===== config.mk =====
export PLATFORM = sky130hd
export DESIGN_NAME = pipeline_hazard_unit
export DESIGN_NICKNAME = d
export VERILOG_FILES = /design/src/rtl/pipeline_hazard_unit.sv
export SDC_FILE = /design/constraint.sdc
export NUM_CORES = 1
export LEC_CHECK = 0
export CAP_MARGIN = 0
export CORE_AREA = 2 2 39 41
export DETAILED_ROUTE_END_ITERATION = 6
export DIE_AREA = 0 0 41 43
export PLACE_DENSITY = 0.79
export SLEW_MARGIN = 0
export SYNTH_ARGS = -nofsm -noshare
export SYNTH_HDL_FRONTEND = slang
export SYNTH_SLANG_ARGS = --single-unit
export TNS_END_PERCENT = 1

===== constraint.sdc =====
create_clock -name clock -period 2.4 [get_ports clock]
set_input_delay 0.48 -clock clock [delete_from_list [all_inputs] [get_ports clock]]
set_output_delay 0.48 -clock clock [all_outputs]
set_load 0.05 [all_outputs]

===== src/rtl/pipeline_hazard_unit.sv =====
// Stall/flush sequencer for the 5-stage pipeline: load-use, taken branch, mul/div occupancy, HALT.
// Optional HAZARD_R0_FILTER_EN: a load targeting R0 never raises a load-use stall.
module pipeline_hazard_unit #(
  parameter int REG_ADDR_W    = 4,
  parameter int MULDIV_CYCLES = 4
) (
  input  logic                  clock,
  input  logic                  reset,
  input  logic [REG_ADDR_W-1:0] id_rs1,
  input  logic [REG_ADDR_W-1:0] id_rs2,
  input  logic                  id_uses_rs1,
  input  logic                  id_uses_rs2,
  input  logic                  ex_mem_read,
  input  logic [REG_ADDR_W-1:0] ex_rd,
  input  logic                  ex_muldiv_start,
  input  logic                  branch_taken,
  input  logic                  halt_req,
  input  logic                  resume,
  output logic                  pc_stop,
  output logic                  if_id_write_en,
  output logic                  if_id_flush,
  output logic                  id_ex_write_en,
  output logic                  id_ex_bubble,
  output logic                  ex_mem_bubble,
  output logic                  muldiv_busy,
  output logic                  halted
);

  // Counter holds the remaining MULDIV cycles after the current one; the start cycle is spent in RUN.
  localparam int CNT_W = (MULDIV_CYCLES > 2) ? $clog2(MULDIV_CYCLES - 1) : 1;
  localparam logic [CNT_W-1:0] CNT_LOAD = CNT_W'(MULDIV_CYCLES - 2);

  typedef enum logic [1:0] {
    ST_RUN    = 2'd0,
    ST_MULDIV = 2'd1,
    ST_HALT   = 2'd2
  } state_t;

  state_t           state_q, state_d;
  logic [CNT_W-1:0] cnt_q, cnt_d;
  logic             rs1_match, rs2_match, rd_valid, load_use_hit;

  assign rs1_match = id_uses_rs1 && (id_rs1 == ex_rd);
  assign rs2_match = id_uses_rs2 && (id_rs2 == ex_rd);

`ifdef HAZARD_R0_FILTER_EN
  assign rd_valid = (ex_rd != '0);
`else
  assign rd_valid = 1'b1;
`endif

  assign load_use_hit = ex_mem_read && rd_valid && (rs1_match || rs2_match);

  always_ff @(posedge clock) begin
    if (reset) begin
      state_q <= ST_RUN;
      cnt_q   <= '0;
    end else begin
      state_q <= state_d;
      cnt_q   <= cnt_d;
    end
  end

  always_comb begin
    state_d        = state_q;
    cnt_d          = cnt_q;
    pc_stop        = 1'b0;
    if_id_write_en = 1'b1;
    if_id_flush    = 1'b0;
    id_ex_write_en = 1'b1;
    id_ex_bubble   = 1'b0;
    ex_mem_bubble  = 1'b0;
    muldiv_busy    = 1'b0;
    halted         = 1'b0;

    case (state_q)
      ST_RUN: begin
        if (ex_muldiv_start) begin
          pc_stop        = 1'b1;
          if_id_write_en = 1'b0;
          id_ex_write_en = 1'b0;
          ex_mem_bubble  = 1'b1;
          muldiv_busy    = 1'b1;
          state_d        = ST_MULDIV;
          cnt_d          = CNT_LOAD;
        end else if (branch_taken) begin
          // Wrong-path halt/load-use requests in ID are squashed by the flush.
          if_id_flush  = 1'b1;
          id_ex_bubble = 1'b1;
        end else if (load_use_hit) begin
          pc_stop        = 1'b1;
          if_id_write_en = 1'b0;
          id_ex_bubble   = 1'b1;
        end else if (halt_req) begin
          pc_stop        = 1'b1;
          if_id_write_en = 1'b0;
          id_ex_bubble   = 1'b1;
          state_d        = ST_HALT;
        end
      end

      ST_MULDIV: begin
        pc_stop        = 1'b1;
        if_id_write_en = 1'b0;
        id_ex_write_en = 1'b0;
        ex_mem_bubble  = 1'b1;
        muldiv_busy    = 1'b1;
        if (cnt_q == '0) begin
          state_d = ST_RUN;
        end else begin
          cnt_d = cnt_q - CNT_W'(1);
        end
      end

      ST_HALT: begin
        // HALT sits in IF/ID while older instructions drain.
        pc_stop        = 1'b1;
        if_id_write_en = 1'b0;
        id_ex_bubble   = 1'b1;
        halted         = 1'b1;
        if (resume) begin
          state_d = ST_RUN;
        end
      end

      default: begin
        state_d = ST_RUN;
        cnt_d   = '0;
      end
    endcase
  end

endmodule

---- Word level (Yosys, flattened, before mapping) ----
Cells that the tools add are included.
word-level totals
  register bits ........................... 4
  logic and storage cells ................. 55
cells by class
  $add $sub $neg .......................... 1
  eq/ne operators ......................... 11
  mux-type cells .......................... 31
  bitwise operators ....................... 1
  reduce and logical (&&, ||, !) cells .... 9
operators with widths
  cell                                                 count
  2-to-1 mux 1 bit                                     16
  2-to-1 mux 2 bit                                     8
  case mux 2 bit (3 select lines)                      2
  case mux 1 bit (2 select lines)                      5
  inequality test 3 bit, second input constant         3
  equality test 4 bit                                  2
  inequality test 2 bit, second input constant         4
  AND reduction 5 bit                                  1
  logical NOT 2 bit                                    2
  logical AND 1 bit                                    3
  AND reduction 3 bit                                  1
  equality test 2 x 1 -> 1 bit, second input constant  1
  equality test 2 bit, second input constant           1
  OR reduction 2 bit                                   1
  subtractor 2 x 1 -> 2 bit, second input constant     1
  logical OR 1 bit                                     1
  inverter 1 bit                                       1

---- Logic depth before layout (Yosys ltp) ----
  depth after elaboration ................. 8
  mapped depth ............................ 7

---- Worst setup path before layout ----
No wires, ideal clock.
  path type ............................... input port to output port
  start ................................... input ex_rd[0]
  end ..................................... output pc_stop
  data arrival time ....................... 2.303 ns
  required time ........................... 1.920 ns
  slack ................................... -0.383 ns
  cell stages on the path ................. 5
  path buffers ............................ 0
  path through ............................ xor2_1 nor3_2 nand4_2 and4_1 a2111oi_2
on the way
  cells in the longest elaborated chain, start to end .. 8
ends and longest elaborated chain
  what                                    line    RTL
  start, declared                         14      input logic [REG_ADDR_W-1:0] ex_rd,
  equality test 4 bit (on tied branches)  43, 44
  logical AND 1 bit (on tied branches)    43, 44
  logical OR 1 bit *                      52      assign load_use_hit = ex_mem_read && rd_valid && (rs1_match || rs2_match);
  logical AND 1 bit *                     52
  2-to-1 mux 1 bit *                      90      end else if (load_use_hit) begin
  2-to-1 mux 1 bit *                      86      end else if (branch_taken) begin
  2-to-1 mux 1 bit *                      78      if (ex_muldiv_start) begin
  case mux 1 bit (2 select lines) *       76      case (state_q)
  end, declared                           19      output logic pc_stop,
Mark *: on every way between the ends. The rest lies on a longest branch, timed or not.

---- Worst setup path in the final report ----
  start ................................... input ex_rd[2]
  end ..................................... output pc_stop
Same word-level chain as after synthesis.

==> metrics <==
initial antenna violation count=0; top cells by area, synth=dfxtp_1 (16%), ha_1 (13%), xor2_1 (11%), inv_1 (6.2%), nor2_1 (4.6%); slowest cell delay on critical path=0.26 ns; Vias=540; largest net degree at the start of global routing=6; grt total ovfl=0; Slew headroom=67.3%; initial core utilization=35.2%; CP Launch Type=primary input; Yosys Warn Count=0; TritonCTS clock tree=yes; CTS Buf Count=3; die footprint=1760 um^2; Leakage=0.000412 uW; crit path max fanout=2; worst skew pair latency=0.23 ns; global-route wire length before repair=2080 um; Die W=41 um; Slew Limit Fails=0; IR drop worst, VDD=0.342 mV; leading area contributor after synthesis=dfxtp_1; final period utilization=98.0%; setup bufs post-CTS=0; area occupied by registers=80.1 um^2; Post-synth EDFFs=0; FFs w/ async S/R, synth=0%; PwrDens=501 nW/um^2; Final Skew=0.00147 ns; Final Power=459 uW; final hold violations=0; Pre-antenna DRT Iters=4; crit path cell chain=dlygate4sd2_1 -> xor2_1 -> nor3_2 -> nand4_2 -> and4_4 -> a2111oi_4 -> buf_12; Seq cells post-synth=4; Critical Path End Type=output port; mean routed wirelength per cell=11.7 um; top-area cell type share of the netlist area=16.5%; Hold-fix buffers, CTS=0; syn_area_per_cell=8.25 um^2; Worst-Margin Slew=0.489 ns; clock share of power=17.1%; Clock Pin Slew Worst Setup and Hold Paths=0.04 ns; syn nets=85; final setup fails=0; Int Power=276 uW; RSZ-0062 raised after global routing=false; initial DRC count=13; area occupied by multi-input gates=395 um^2; sequential share of the synthesized area=16.5%; Worst path slowest cell=dlygate4sd2_1; Post-Route WL=1280 um; most numerous cell in the Yosys netlist=inv_1; Critical R2R Launch=state_q[0]$_SDFFE_PP0P_; hold_sp=cnt_q[1]$_SDFFE_PP0P_; Hold WC Path Type=register to register; Root Buffer=clkbuf_4; H-tree Lvls=1; # DRC=0; worst flop-to-flop path endpoint=cnt_q[1]$_SDFFE_PP0P_; Max Freq=425 MHz; final net count=121; max_cap viols=0; Hold EP=cnt_q[1]$_SDFFE_PP0P_; arrival time worst endpoint=1.87 ns; hold depth=2; DP HPWL=1130 um; routability cong.=0.784; cell area after synthesis=487 um^2; FP Rows=14; share of cells above drive strength 1=24.7%; post-synthesis cell type count=31; Top-Level Pins=29; Worst EP required=1.92 ns; die height=43 um; clock period minus worst slack=2.35 ns; area delta synth->final=88.2%; Net Sw Frac=39.8%; Worst Setup Path Type=primary input to output port; GRT Resource Usage Total=17.2%; leading register cell type out of synthesis=dfxtp_1; Via density=4.95; PortBufs=28; CTS Buffer Depth=2; status=complete, no violations; CTS Sinks=4; Reg2Reg Setup Slack=0.59 ns; Synth Instances=59; core box area=1380 um^2; antenna viol nets, final=0; Flop pwr share=16.9%; utilization after layout=66.2%; Sw Pwr=183 uW; number of global-route vias before repair=541; fill cell count=121; Commonest cells post-synth=inv_1 (8), nor2_1 (6), xor2_1 (6); ANT cells=0; R2R depth=7; Combinational Power Share=66.0%
==> cell families after synthesis <==
kind of cell	share of synthesized area, %
AO/OA/AOI/OAI	22.1
XOR/XNOR	14.4
multiplexers	2.06
AND/OR/NAND/NOR	24.4
buffers and inverters	7.71
adder cells (fa/ha/maj)	12.9
flip-flops	16.5
==> registers in the layout, indices dropped and copies added, names as in the netlist <==
signal   flops
cnt_q        2
state_q      2
==> power by group through the flow <==
stage / Sequential (uW) / Clock [uW] / Combinational (uW)
final: 77.6 / 78.5 / 303
after global routing: 78.0 / 91.6 / 322
after CTS: 77.5 / 83.4 / 303
after detailed placement: 78.5 / 0 / 307
after global placement: 78.3 / 0 / 302
after floorplan: 77.8 / 0 / 166
==> cells in the final DEF, fill, tap and decap left out, types with 2 or more instances in the layout <==
cell,synthesis,layout
dlygate4sd2_1,0,10
nand4_1,2,2
clkdlybuf4s50_1,0,11
a21o_1,2,2
dfxtp_1,4,4
clkbuf_4,0,3
xor2_1,6,6
nand2b_1,2,2
buf_12,0,7
inv_1,8,8
ha_1,5,5
xnor2_1,2,2
nor2_1,6,6
buf_4,1,4
==> worst max path at each step <==
stage,start,end,slack (ns),depth (start not counted)
floorplan,ex_rd[0],pc_stop,-0.02,5
global placement,ex_rd[0],pc_stop,-0.26,7
detailed placement,ex_rd[3],pc_stop,-0.33,7
CTS,ex_rd[2],pc_stop,0.04,7
global route,ex_rd[2],pc_stop,0.0008,7
finish,ex_rd[2],pc_stop,0.05,7
==> cell type report <==
type                    instances  area share (%)
flip-flops and latches          4            8.74
clock buffers                   3            2.46
inverters                       8            3.28
multi-input cells              46            43.2
repair buffers                 32            40.2
well taps                      16            2.19
==> through the flow <==
stage / setup WS, ns / instance area [um^2] / std cells / setup TNS [ns] / hold slack [ns]
after detailed placement: -0.328 / 897 / 106 / -0.506 / 0.517
final: 0.0469 / 916 / 109 / 0 / 0.536
after floorplan: -0.0192 / 504 / 59 / -0.0192 / 0.471
after CTS: 0.0407 / 910 / 109 / 0 / 0.524
after global placement: -0.263 / 897 / 106 / -0.377 / 0.491
after global routing: 0.000755 / 916 / 109 / 0 / 0.565
==> metal layers <==
metal,wire length [um],track usage [%]
met5,0,0
met4,0,9.33
met3,36,3.66
met2,690,27.8
met1,553,19.6
==> what timing repair did <==
item / CTS / global route
pin swaps: 6 / 0
cloned: 0 / 0
endpoints found under the setup margin: 3 / 1
hold endpoints to repair: 0 / 0
resized for setup: 11 / 1
==> critical path, delay by kind of cell <==
kind / cells / cell delay (ns)
compound gates: 1 / 0.25
xor+xnor: 1 / 0.17
buf+inv: 2 / 0.44
simple gates: 3 / 0.52
Note: power is estimated with default switching activity, not from simulation.
